===== src/rtl/frame_ram_arbiter.sv =====
// frame_ram_arbiter: shares the single-port frame RAM between the column
// framebuffer reader (priority, real-time) and the pixel ingest writer.
// Optional starvation guard is enabled with the macro ARB_STARVE_GUARD_EN;
// without it the reader has strict priority and the writer may starve.
module frame_ram_arbiter #(
  parameter int AW           = 32,
  parameter int DW           = 24,
  parameter int RD_LAT       = 2,
  parameter int MAX_RD_BURST = 16
) (
  input  logic          clk,
  input  logic          rst,
  input  logic          rd_req,
  input  logic [AW-1:0] rd_addr,
  output logic          rd_gnt,
  output logic [DW-1:0] rd_data,
  output logic          rd_valid,
  input  logic          wr_req,
  input  logic [AW-1:0] wr_addr,
  input  logic [DW-1:0] wr_data,
  output logic          wr_gnt,
  output logic [AW-1:0] ram_addr,
  output logic          ram_we,
  output logic [DW-1:0] ram_wdata,
  input  logic [DW-1:0] ram_rdata,
  output logic          busy
);

  // The state records what the previous cycle granted, so it directly
  // describes the RAM slot being driven this cycle.
  typedef enum logic [1:0] {
    IDLE  = 2'b00,
    READ  = 2'b01,
    WRITE = 2'b10
  } state_t;

  state_t            state;
  state_t            next_state;
  logic              guard_fire;
  logic              rd_issue;
  logic [RD_LAT-1:0] valid_pipe;

  // Reject configurations the read-return pipeline and guard cannot support
  if (RD_LAT < 1 || RD_LAT > 4 || MAX_RD_BURST < 1) begin : g_bad_params
    $error("frame_ram_arbiter: RD_LAT must be 1..4 and MAX_RD_BURST >= 1");
  end

`ifdef ARB_STARVE_GUARD_EN
  localparam int SW = $clog2(MAX_RD_BURST + 1);
  localparam logic [SW-1:0] STREAK_MAX = SW'(MAX_RD_BURST);

  logic [SW-1:0] streak;

  // Count reads granted while a write waits; any write grant or idle writer resets it
  always_ff @(posedge clk or posedge rst) begin
    if (rst) begin
      streak <= '0;
    end else if (wr_gnt || !wr_req) begin
      streak <= '0;
    end else if (rd_gnt && (streak != STREAK_MAX)) begin
      streak <= streak + 1'b1;
    end
  end

  assign guard_fire = (streak == STREAK_MAX) && wr_req;
`else
  assign guard_fire = 1'b0;
`endif

  // Reader wins unless the guard steals this slot; writer takes whatever is left
  assign rd_gnt = rd_req && !guard_fire;
  assign wr_gnt = wr_req && !rd_gnt;

  // State register: remembers last cycle's grant
  always_ff @(posedge clk or posedge rst) begin
    if (rst) begin
      state <= IDLE;
    end else begin
      state <= next_state;
    end
  end

  // Next state simply follows this cycle's grant
  always_comb begin
    next_state = IDLE;
    if (rd_gnt) begin
      next_state = READ;
    end else if (wr_gnt) begin
      next_state = WRITE;
    end
  end

  // RAM control decoded from the registered state
  always_comb begin
    busy     = (state != IDLE);
    ram_we   = (state == WRITE);
    rd_issue = (state == READ);
  end

  // Address holds when nothing is granted so the RAM sees a stable bus
  always_ff @(posedge clk or posedge rst) begin
    if (rst) begin
      ram_addr <= '0;
    end else if (rd_gnt) begin
      ram_addr <= rd_addr;
    end else if (wr_gnt) begin
      ram_addr <= wr_addr;
    end
  end

  // Write data only loads on a write grant
  always_ff @(posedge clk or posedge rst) begin
    if (rst) begin
      ram_wdata <= '0;
    end else if (wr_gnt) begin
      ram_wdata <= wr_data;
    end
  end

  // Track each issued read through the RAM latency; reset drops in-flight reads
  always_ff @(posedge clk or posedge rst) begin
    if (rst) begin
      valid_pipe <= '0;
    end else begin
      valid_pipe[0] <= rd_issue;
      for (int i = 1; i < RD_LAT; i++) begin
        valid_pipe[i] <= valid_pipe[i-1];
      end
    end
  end

  assign rd_valid = valid_pipe[RD_LAT-1];
  assign rd_data  = ram_rdata;

endmodule


===== config.mk =====
export PLATFORM = sky130hd
export DESIGN_NAME = frame_ram_arbiter
export DESIGN_NICKNAME = d
export VERILOG_FILES = /design/src/rtl/frame_ram_arbiter.sv
export SDC_FILE = /design/constraint.sdc
export NUM_CORES = 1
export LEC_CHECK = 0
export BUFFER_PORTS_ARGS = -buffer_cell sky130_fd_sc_hd__buf_2
export CAP_MARGIN = 15
export CORE_MARGIN = 5
export CORE_UTILIZATION = 41
export DETAILED_ROUTE_END_ITERATION = 16
export HOLD_SLACK_MARGIN = 0.02
export PLACE_DENSITY = 0.81
export SYNTH_ARGS = -nofsm -noshare
export SYNTH_HDL_FRONTEND = slang
export SYNTH_SLANG_ARGS = --single-unit

===== constraint.sdc =====
create_clock -name clk -period 2.2 [get_ports clk]
set_input_delay 0.44 -clock clk [delete_from_list [all_inputs] [get_ports clk]]
set_output_delay 0.44 -clock clk [all_outputs]
set_load 0.1 [all_outputs]

**Word level (Yosys, flattened, before mapping)**

Cells that the tools add are included.

- Multiply operators: 0
- Eq/ne operators: 2
- $add $sub $neg: 0
- Shift-type cells: 0
- Bitwise logic cells: 0
- Divide/modulo/power cells: 0
- Order comparisons: 0
- Reduce and logical (&&, ||, !) cells: 4
- Multiplexer cells: 4

Operator list:

| cell | count |
|---|---|
| 32-bit two-way mux | 2 |
| 2-bit two-way mux | 2 |
| 2-bit nonzero test | 2 |
| 2-bit by 1-bit equality test with 1-bit output (second input constant) | 1 |
| 2-bit equality test (second input constant) | 1 |
| 1-bit logical AND | 1 |
| 1-bit logical NOT | 1 |

- Bits in writable memories: 0
- Latch bits: 0
- Register bits: 60
- Memories: 0
- Word-level logic and storage cells: 14
- ROM bits: 0

**Longest topological paths before layout**

Gate-level depths: netlist of run 1.

- Depth in word-level cells: 4
- Gate-level depth with buffers: 5
- Gate-level depth less buffers: 2

**Least setup slack after synthesis of run 1**

Ideal clock, no wire load.

- Kind: register to output
- From: register state[0]
- To: output ram_we
- Arrival time: 1706 ps
- Path buffers: 0
- Slack: 54 ps
- Data required time: 1760 ps
- Cell stages (with the launch flop): 2
- Path through: dfrtp_1 nor2b_1

- Cells in the longest elaborated chain, start to end: 1

Ends and longest elaborated chain:

| what | line | RTL |
|---|---|---|
| from (decl) | 37 | `state_t state;` |
| from (signal assigned) | 79 | `state <= next_state;` |
| 2-bit equality test | 96 | `ram_we = (state == WRITE);` |
| to (decl) | 23 | `output logic ram_we,` |

No other way between the ends.

**Final worst setup path of run 1**

- From: register state[0]
- To: output busy

- Cells in the longest elaborated chain, start to end: 1

Ends and longest elaborated chain:

| what | line | RTL |
|---|---|---|
| 2-bit nonzero test | 95 | `busy = (state != IDLE);` |
| to (decl) | 26 | `output logic busy` |

No other way between the ends.

==> flow_summary.toml, run 1 <==
[outcome]
outcome = "finished clean"

[die]
fp.coreArea_um2 = 6460
placementRows = 29
dieArea_um2 = 8470
die_w_um = 92.0
initial_core_util_pct = 42.7
ios = 201
die_y_um = 92.0

[synth]
netlist_area_um2 = 2760
syn_avg_cell_area_um2 = 12.3
synth_top_family_by_area = "multiplexers"
synthAdderAreaFrac_pct = 0
synth.distinct_cells = 14
synthTopCellsByCount = "dfrtp_1 (60), mux2i_1 (32), nand2_1 (32), o21ai_0 (32), buf_4 (26)"
ys_top_cells_by_area = "dfrtp_1 (54%), mux2i_1 (12%), mux2_4 (10%), buf_4 (7.1%), o21ai_0 (5.8%)"
synth_compound_area_share_pct = 5.80
synth_area_leader_cell = "dfrtp_1"
yosys_warnings = 0
synthSimpleGateAreaFrac_pct = 5.53
synth_edf_count = 0
yosys-mux-area-fraction_pct = 24.0
syn_nets = 340
synthArstFlopShare_pct = 100
synth_seq_cells = 60
synth_top_cell_area_share_pct = 54.4
yosysMostFrequentCell = "dfrtp_1"
synthFlopType = "dfrtp_1"
synth_cells = 224
ys_seq_area_share_pct = 54.4
synth_xor_area_share_pct = 0

[global_route]
grt_max_degree = 67
antenna_found_initial = 0
grt_first_pass_wirelength_mm = 10.8
grt.met3_usage_pct = 4.91
grt-busiest-layer = "met2"
grt_use_total_pct = 15.9
grt.overflow.total = 0
grtUsageMet1_pct = 17.5
grt_pass1_vias = 2259
use_met2_pct = 28.0

[routing]
drt_drc_violations_left = 0
drt_iter0_drc = 34
ant_nets = 0
drt_wl_total_mm = 6.76
wl_per_cell_um = 15.5
routed_via_density = 4.78
drtPass1Iterations = 4
vias = 2087

[sta]
min_period_over_period_pct = 79.2
drv_slew = 0
setup_viol_count_final = 0
rsz0062_at_grt = "no"
skew_ps = 8.98
slew_headroom_pct = 55.7
worstMarginPinSlew_ps = 663
fmax_ghz = 0.574
finalCriticalPeriod_ps = 1740
finalHoldViolCount = 0
finalSetupTns_ps = 0

[final_layout]
drive_gt1_share_pct = 55.8
diodes = 0
layout.nets = 471
nFillCells = 570
area_growth_pct = 33.5
final_cells = 437

[cts]
clock_path_buffers = 2
ctsHtreeMaxLevel = 3
cts_buffers = 9
cts_resized = 0
cts_sinks = 60
cts_tree = "built"
insertion_delay_ps = 320
clkSlewWorstSetupHoldPaths_ps = 70
postCtsSetupBuffers = 0
hold_buffers = 0
root_buffer = "clkbuf_8"

[worst_setup_path]
path_class = "reg -> out"
worstPathRequired_ps = 1760
start_kind = "flip-flop"
endpoint_kind = "primary output"
cp.arrival_ps = 1300
crit_fanout = 3

[power]
p_leak_nw = 1.98
p_per_area_nw_per_um2 = 1070
switchingPower_mw = 1.61
power_frac_clock_pct = 31.0
intPower_mw = 2.33
sw_frac_of_total_pct = 40.8
p_comb_share_pct = 36.1
pwr-share-seq_pct = 32.8
worst_ir_drop_vdd_uv = 707

[placed_design]
routabilityCongestion = 0.732
placed_cells = 421
dpl.hpwl_mm = 5.10
portBuffers = 152

[flow_run]
cap_violations = 0

[worst_hold_path]
hold_class = "in -> async"
## worst max-delay path: stages (launching register included)
cell and delay, ps:
dfrtp_1 400, or2_2 290, buf_2 300
## power groups by stage
stage                     registers (mW)  clock network (mW)  logic [mW]
after global placement              1.31                   0        1.42
after CTS                           1.30                1.25        1.44
final                               1.29                1.22        1.42
after global routing                1.31                1.31        1.48
after detailed placement            1.31                   0        1.44
after floorplan                     2.20                   0       0.467
## final cells by class
class	instances	area [um2]	area share, %
Sequential cell	60	1500	40.8
Multi-Input combinational cell	124	975	26.5
Timing Repair Buffer	159	856	23.2
Clock buffer	12	155	4.21
Tap cell	77	96.3	2.62
Clock inverter	4	95.1	2.58
Inverter	1	3.75	0.102
## kinds of logic after synthesis
group	after synthesis
simple gates	36
buf+inv	40
mux	56
compound gates	32
flops	60
## metal layers
layer,wire [um],vias to the layer above,part of all wire (%)
met5,0,-,0
met4,197,0,2.9
met3,602,22,8.9
met2,3400,99,50
met1,2570,978,38
li1,-,988,-
## state kept, by name (all words and copies together), names as in the netlist
signal      flops
ram_wdata      24
valid_pipe      2
ram_addr       32
state           2
## per-stage QoR
step	hold slack, ps	utilization, %	cell area [um2]	power [mW]	setup WS, ps
6_report	206	57.0	3680	3.94	458
5_1_grt	285	57.0	3680	4.09	399
4_1_cts	225	57.0	3680	3.98	440
3_5_place_dp	336	53.1	3430	2.75	452
3_3_place_gp	338	53.1	3430	2.73	460
2_1_floorplan	331	-	2760	2.67	54.1
## placed cells by master, fill, tap and decap left out, types with 2 or more instances in the layout
| master | netlist | final |
|---|---|---|
| mux2i_1 | 32 | 32 |
| o21ai_0 | 32 | 32 |
| bufinv_16 | 0 | 3 |
| nand2_1 | 32 | 32 |
| buf_4 | 26 | 6 |
| dfrtp_1 | 60 | 60 |
| clkbuf_8 | 0 | 11 |
| nor2b_1 | 2 | 2 |
| buf_12 | 0 | 3 |
| mux2_2 | 5 | 5 |
| buf_2 | 4 | 150 |
| mux2_4 | 19 | 19 |
## path summary, 6_finish.rpt
kind	startpoint	to	slack (ps)	depth (start not counted)
max in group asynchronous	rst	ram_wdata[8]	1390	3
setup / recovery	state[0]	busy	460	2
min in group clk	rd_addr[0]	ram_addr[0]	330	3
hold / removal	rst	ram_addr[21]	210	2
setup reg to reg	ram_wdata[2]	ram_wdata[2]	1420	1
hold reg to reg	valid_pipe[0]	valid_pipe[1]	350	0
(Power assumes the default switching activity.)
==> run 2: changes to the inputs <==
==> constraint.sdc (replaced) <==
create_clock -name clk -period 1.7 [get_ports clk]
set_input_delay 0.34 -clock clk [delete_from_list [all_inputs] [get_ports clk]]
set_output_delay 0.34 -clock clk [all_outputs]
set_load 0.1 [all_outputs]
==> run 2 against run 1 <==
Against the previous run:
- count of clock-buffer cells in the layout fell by 2
- non-clock buffer count is 1 lower
- die area unchanged
- first-iteration DRC count is 38% higher
- total power grew 18%
- critical endpoint unchanged
==> flow_summary.toml, run 2 (synthesized netlist as in run 1, its figures left out) <==
[outcome]
outcome = "finished clean"

[final_layout]
diodes = 0
final_common_cell = "buf_2"
largest_reg_flops = 32
final_cell_mix = "buf_2 (149), dfrtp_1 (60), mux2i_1 (32), nand2_1 (32), o21ai_0 (32)"
top_regs = "ram_addr (32), ram_wdata (24)"
area_growth_pct = 31.8
layout.nets = 470
drive_gt1_share_pct = 56.3
regMostFlops = "ram_addr"

[placed_design]
routabilityCongestion = 0.755
dpl.hpwl_mm = 5.12
portBuffers = 152
post-place-ws_ps = 325

[cts]
clkSlewWorstSetupHoldPaths_ps = 70
cts_sinks = 60
root_buffer = "clkbuf_8"
cts_tree = "built"
ctsHtreeMaxLevel = 3
cts_buffers = 9
hold_buffers = 0
insertion_delay_ps = 320
clock_path_buffers = 2

[routing]
ant_nets = 0
vias = 2059
drt_iter0_drc = 47
drt_drc_violations_left = 0
wl_per_cell_um = 15.8
drtPass1Iterations = 4
drt_wl_total_mm = 6.87
routed_via_density = 4.72

[power]
pwr-share-seq_pct = 36.1
p_per_area_nw_per_um2 = 1280
power_frac_clock_pct = 24.1
sw_frac_of_total_pct = 45.5
switchingPower_mw = 2.11
p_leak_nw = 1.94
worst_ir_drop_vdd_uv = 679
p_comb_share_pct = 39.8
intPower_mw = 2.53

[worst_setup_path]
r2r_slack_ps = 920
start_kind = "flip-flop"
path_class = "reg -> out"
crit_fanout = 3
cp.arrival_ps = 1310
worstPathRequired_ps = 1360
crit_start = "state[0]"
endpoint_kind = "primary output"
r2r-start = "ram_wdata[13]"

[global_route]
grt_max_degree = 61
grt_first_pass_wirelength_mm = 10.8
grt.overflow.total = 0
antenna_found_initial = 0
grt_use_total_pct = 16.0
grt_pass1_vias = 2208

[flow_run]
cap_violations = 0

[die]
placementRows = 29
dieArea_um2 = 8470
fp.coreArea_um2 = 6460
die_w_um = 92.0
initial_core_util_pct = 42.7
ios = 201
die_y_um = 92.0

[sta]
worstMarginPinSlew_ps = 511
finalCriticalPeriod_ps = 1650
setup_ws_ps = 52.9
finalSetupTns_ps = 0
min_period_over_period_pct = 96.9
fmax_ghz = 0.607
drv_slew = 0
setup_viol_count_final = 0
skew_ps = 0.586
rsz0062_at_grt = "no"
slew_headroom_pct = 66.2
finalHoldViolCount = 0

[worst_hold_path]
hold_class = "in -> async"
-- run 2: cell types whose count changed in the layout (fill, tap and decap cells not counted), sizes merged --
cell	before	now
clkinvlp	0	5
bufinv	3	0
buf	159	157
inv	1	0
clkbuf	12	11
clkinv	1	2
-- run 2: metrics by stage --
step | instances | hold slack, ps | util (%) | total power, mW | cell area (um2)
after global routing | 436 | 111 | 56.3 | 4.83 | 3640
after CTS | 436 | 89.0 | 56.3 | 4.71 | 3630
after global placement | 420 | 333 | 53.5 | 3.54 | 3460
final | 436 | 93.4 | 56.3 | 4.65 | 3640
after floorplan | 224 | 331 | - | 3.46 | 2770
after detailed placement | 420 | 350 | 53.5 | 3.56 | 3460
-- run 2: worst max-delay path, stage by stage, from the launching register on --
cell and delay, ps:
dfrtp_1 400, or2_2 300, clkbuf_4 280
-- run 2: cell type report --
cell class                 count  area (um2)
timing repair buffer         158         876
clock inverter                 6        40.0
clock buffer                  10         138
multi-input combinational    124         977
sequential                    60        1500
inverter                       1        7.51
tap                           77        96.3
fill                         586        2820
-- run 2: timing repair --
action	CTS	global route
setup endpoints to repair	0	1
buffers inserted	0	0
resized for setup	0	1
-- run 2: power by group through the flow --
stage | Clock (mW) | Sequential [mW] | Combinational (mW)
3_3_place_gp | 0 | 1.69 | 1.84
6_report | 1.12 | 1.68 | 1.85
4_1_cts | 1.17 | 1.68 | 1.86
2_1_floorplan | 0 | 2.85 | 0.605
3_5_place_dp | 0 | 1.70 | 1.86
5_1_grt | 1.22 | 1.70 | 1.92
-- run 2: worst paths after layout --
| check | cells past startpoint | to |
|---|---|---|
| min in group clk | 3 | ram_addr[13] |
| max reg2reg | 1 | ram_wdata[13] |
| min | 3 | ram_wdata[4] |
| max | 2 | busy |
| min reg2reg | 0 | valid_pipe[1] |
| max in group asynchronous | 3 | ram_wdata[1] |
-- run 2: per-layer routing --
layer  wire (um)  part of all wire [%]  GRT usage, %  vias to the layer above
met1        2680                    39          18.1                      952
met3         613                   8.9          4.26                       20
li1            -                     -             -                      991
met5           0                     0             0                        -
met4         152                   2.2          7.92                        0
met2        3420                    50          27.7                       96
==> run 3: changes to the inputs <==
--- a/config.mk
+++ b/config.mk
@@ -8,10 +8,10 @@
 export BUFFER_PORTS_ARGS = -buffer_cell sky130_fd_sc_hd__buf_2
 export CAP_MARGIN = 15
 export CORE_MARGIN = 5
-export CORE_UTILIZATION = 41
+export CORE_UTILIZATION = 44
 export DETAILED_ROUTE_END_ITERATION = 16
 export HOLD_SLACK_MARGIN = 0.02
-export PLACE_DENSITY = 0.81
+export PLACE_DENSITY = 0.86
 export SYNTH_ARGS = -nofsm -noshare
 export SYNTH_HDL_FRONTEND = slang
 export SYNTH_SLANG_ARGS = --single-unit
==> constraint.sdc (replaced) <==
create_clock -name clk -period 2 [get_ports clk]
set_input_delay 0.4 -clock clk [delete_from_list [all_inputs] [get_ports clk]]
set_output_delay 0.4 -clock clk [all_outputs]
set_load 0.1 [all_outputs]
==> run 3 against run 2 <==
Against the previous run:
- utilization up 4.5 points
- sequential power down 15%
- first-iteration DRC count down 30%
- die area down 6.1%
- via count up 2.8%
- setup slack better by 230 ps
- critical path depth unchanged
- total power down 8.7%
- critical path type unchanged
- critical endpoint unchanged
- highest routed layer unchanged
==> flow_summary.toml, run 3 (synthesized netlist as in run 1, its figures left out) <==
[worst_setup_path]
crit_family = "flip-flops"
worstPathCellList = "or2_2 > buf_2"
endpoint_kind = "primary output"
start_kind = "flip-flop"
max_stage_delay_ps = 400
worstPathRequired_ps = 1600
crit_fanout = 3
slowest_stage = "dfrtp_1"
cp.depth = 2
path_class = "reg -> out"
cp.arrival_ps = 1320
crit_buf_inv = 1
ff2ff_path_depth = 1

[global_route]
grt_max_degree = 61
grt_use_total_pct = 16.4
grt_pass1_vias = 2169
grt_first_pass_wirelength_mm = 9.94
antenna_found_initial = 0
grt.overflow.total = 0

[placed_design]
placed_cells = 417
portBuffers = 152
dpl.hpwl_mm = 5.00
post-place-ws_ps = 508
routabilityCongestion = 0.702

[sta]
slew_headroom_pct = 63.2
min_period_over_period_pct = 85.8
hold_slack_ps = 124
setup_ws_ps = 284
finalSetupTns_ps = 0
finalCriticalPeriod_ps = 1720
drv_slew = 0
rsz0062_at_grt = "no"
setup_viol_count_final = 0
finalHoldViolCount = 0
fmax_ghz = 0.583
worstMarginPinSlew_ps = 553
skew_ps = 0.134

[die]
die_w_um = 89.2
initial_core_util_pct = 45.8
placementRows = 28
dieArea_um2 = 7950
fp.coreArea_um2 = 6030
die_y_um = 89.2
ios = 201

[final_layout]
final_cells = 433
layout.nets = 469
regArea_um2 = 1500
nFillCells = 515
drive_gt1_share_pct = 56.1
final_common_cell = "buf_2"
utilization_pct = 60.8
multi_input_area_um2 = 977
diodes = 0
area_growth_pct = 32.8
top_regs = "ram_addr (32), ram_wdata (24)"
regMostFlops = "ram_addr"
final_cell_mix = "buf_2 (150), dfrtp_1 (60), mux2i_1 (32), nand2_1 (32), o21ai_0 (32)"
largest_reg_flops = 32

[routing]
drt_drc_violations_left = 0
wl_met1_mm = 2.56
wl_per_cell_um = 15.3
drt_wl_total_mm = 6.64
top_layer = "met4"
drt_iter0_drc = 33
wl_met3_um = 694
routed_via_density = 4.89
vias = 2117
met2_length_mm = 3.15
ant_nets = 0
drtPass1Iterations = 3

[cts]
root_buffer = "clkbuf_8"
postCtsSetupBuffers = 0
cts_resized = 0
cts_tree = "built"
insertion_delay_ps = 320
hold_buffers = 0
clkSlewWorstSetupHoldPaths_ps = 70
cts_buffers = 9
cts_sinks = 60
ctsHtreeMaxLevel = 3
clock_path_buffers = 2

[power]
worst_ir_drop_vdd_uv = 651
p_per_area_nw_per_um2 = 1160
p_leak_nw = 1.97

[worst_hold_path]
hold_class = "in -> async"

[flow_run]
cap_violations = 0

[outcome]
outcome = "finished clean"
==> run 3: changes by cell type in the layout (fill, tap and decap cells not counted), sizes merged <==
cell	before	now
clkinvlp	5	0
bufinv	0	2
clkbuf	11	12
inv	0	1
==> run 3: where the power goes <==
| group | switching [mW] | internal [mW] | leakage (nW) |
|---|---|---|---|
| Clock | 0.453 | 0.800 | 0.122 |
| Sequential | 0.0711 | 1.35 | 0.717 |
| Combinational | 1.25 | 0.319 | 1.13 |
==> run 3: final timing paths <==
kind / startpoint / endpoint / slack (ps)
max in group asynchronous: rst / ram_wdata[3] / 1610
setup reg to reg: ram_wdata[19] / ram_wdata[19] / 1210
hold reg to reg: valid_pipe[0] / valid_pipe[1] / 350
setup / recovery: state[0] / busy / 280
hold / removal: rst / ram_addr[22] / 120
min in group clk: rd_addr[22] / ram_addr[22] / 270
==> run 3: area by class of cell <==
| type | instances | area share [%] |
|---|---|---|
| clock inverters | 4 | 1.91 |
| repair buffers | 157 | 23.3 |
| well taps | 75 | 2.56 |
| flip-flops and latches | 60 | 41.0 |
| clock buffers | 12 | 4.51 |
| multi-input cells | 124 | 26.7 |
| inverters | 1 | 0.102 |
==> run 3: metrics by stage <==
stage	power (mW)	cell area [um2]
6_report	4.24	3660
5_1_grt	4.41	3660
4_1_cts	4.28	3660
3_5_place_dp	3.02	3430
3_3_place_gp	3.00	3430
2_1_floorplan	2.94	2760
==> run 3: per-layer routing <==
metal,GRT usage (%),vias to the layer above
met2,27.4,107
met3,4.33,28
met5,0,-
li1,-,990
met1,18.7,992
met4,10.3,0
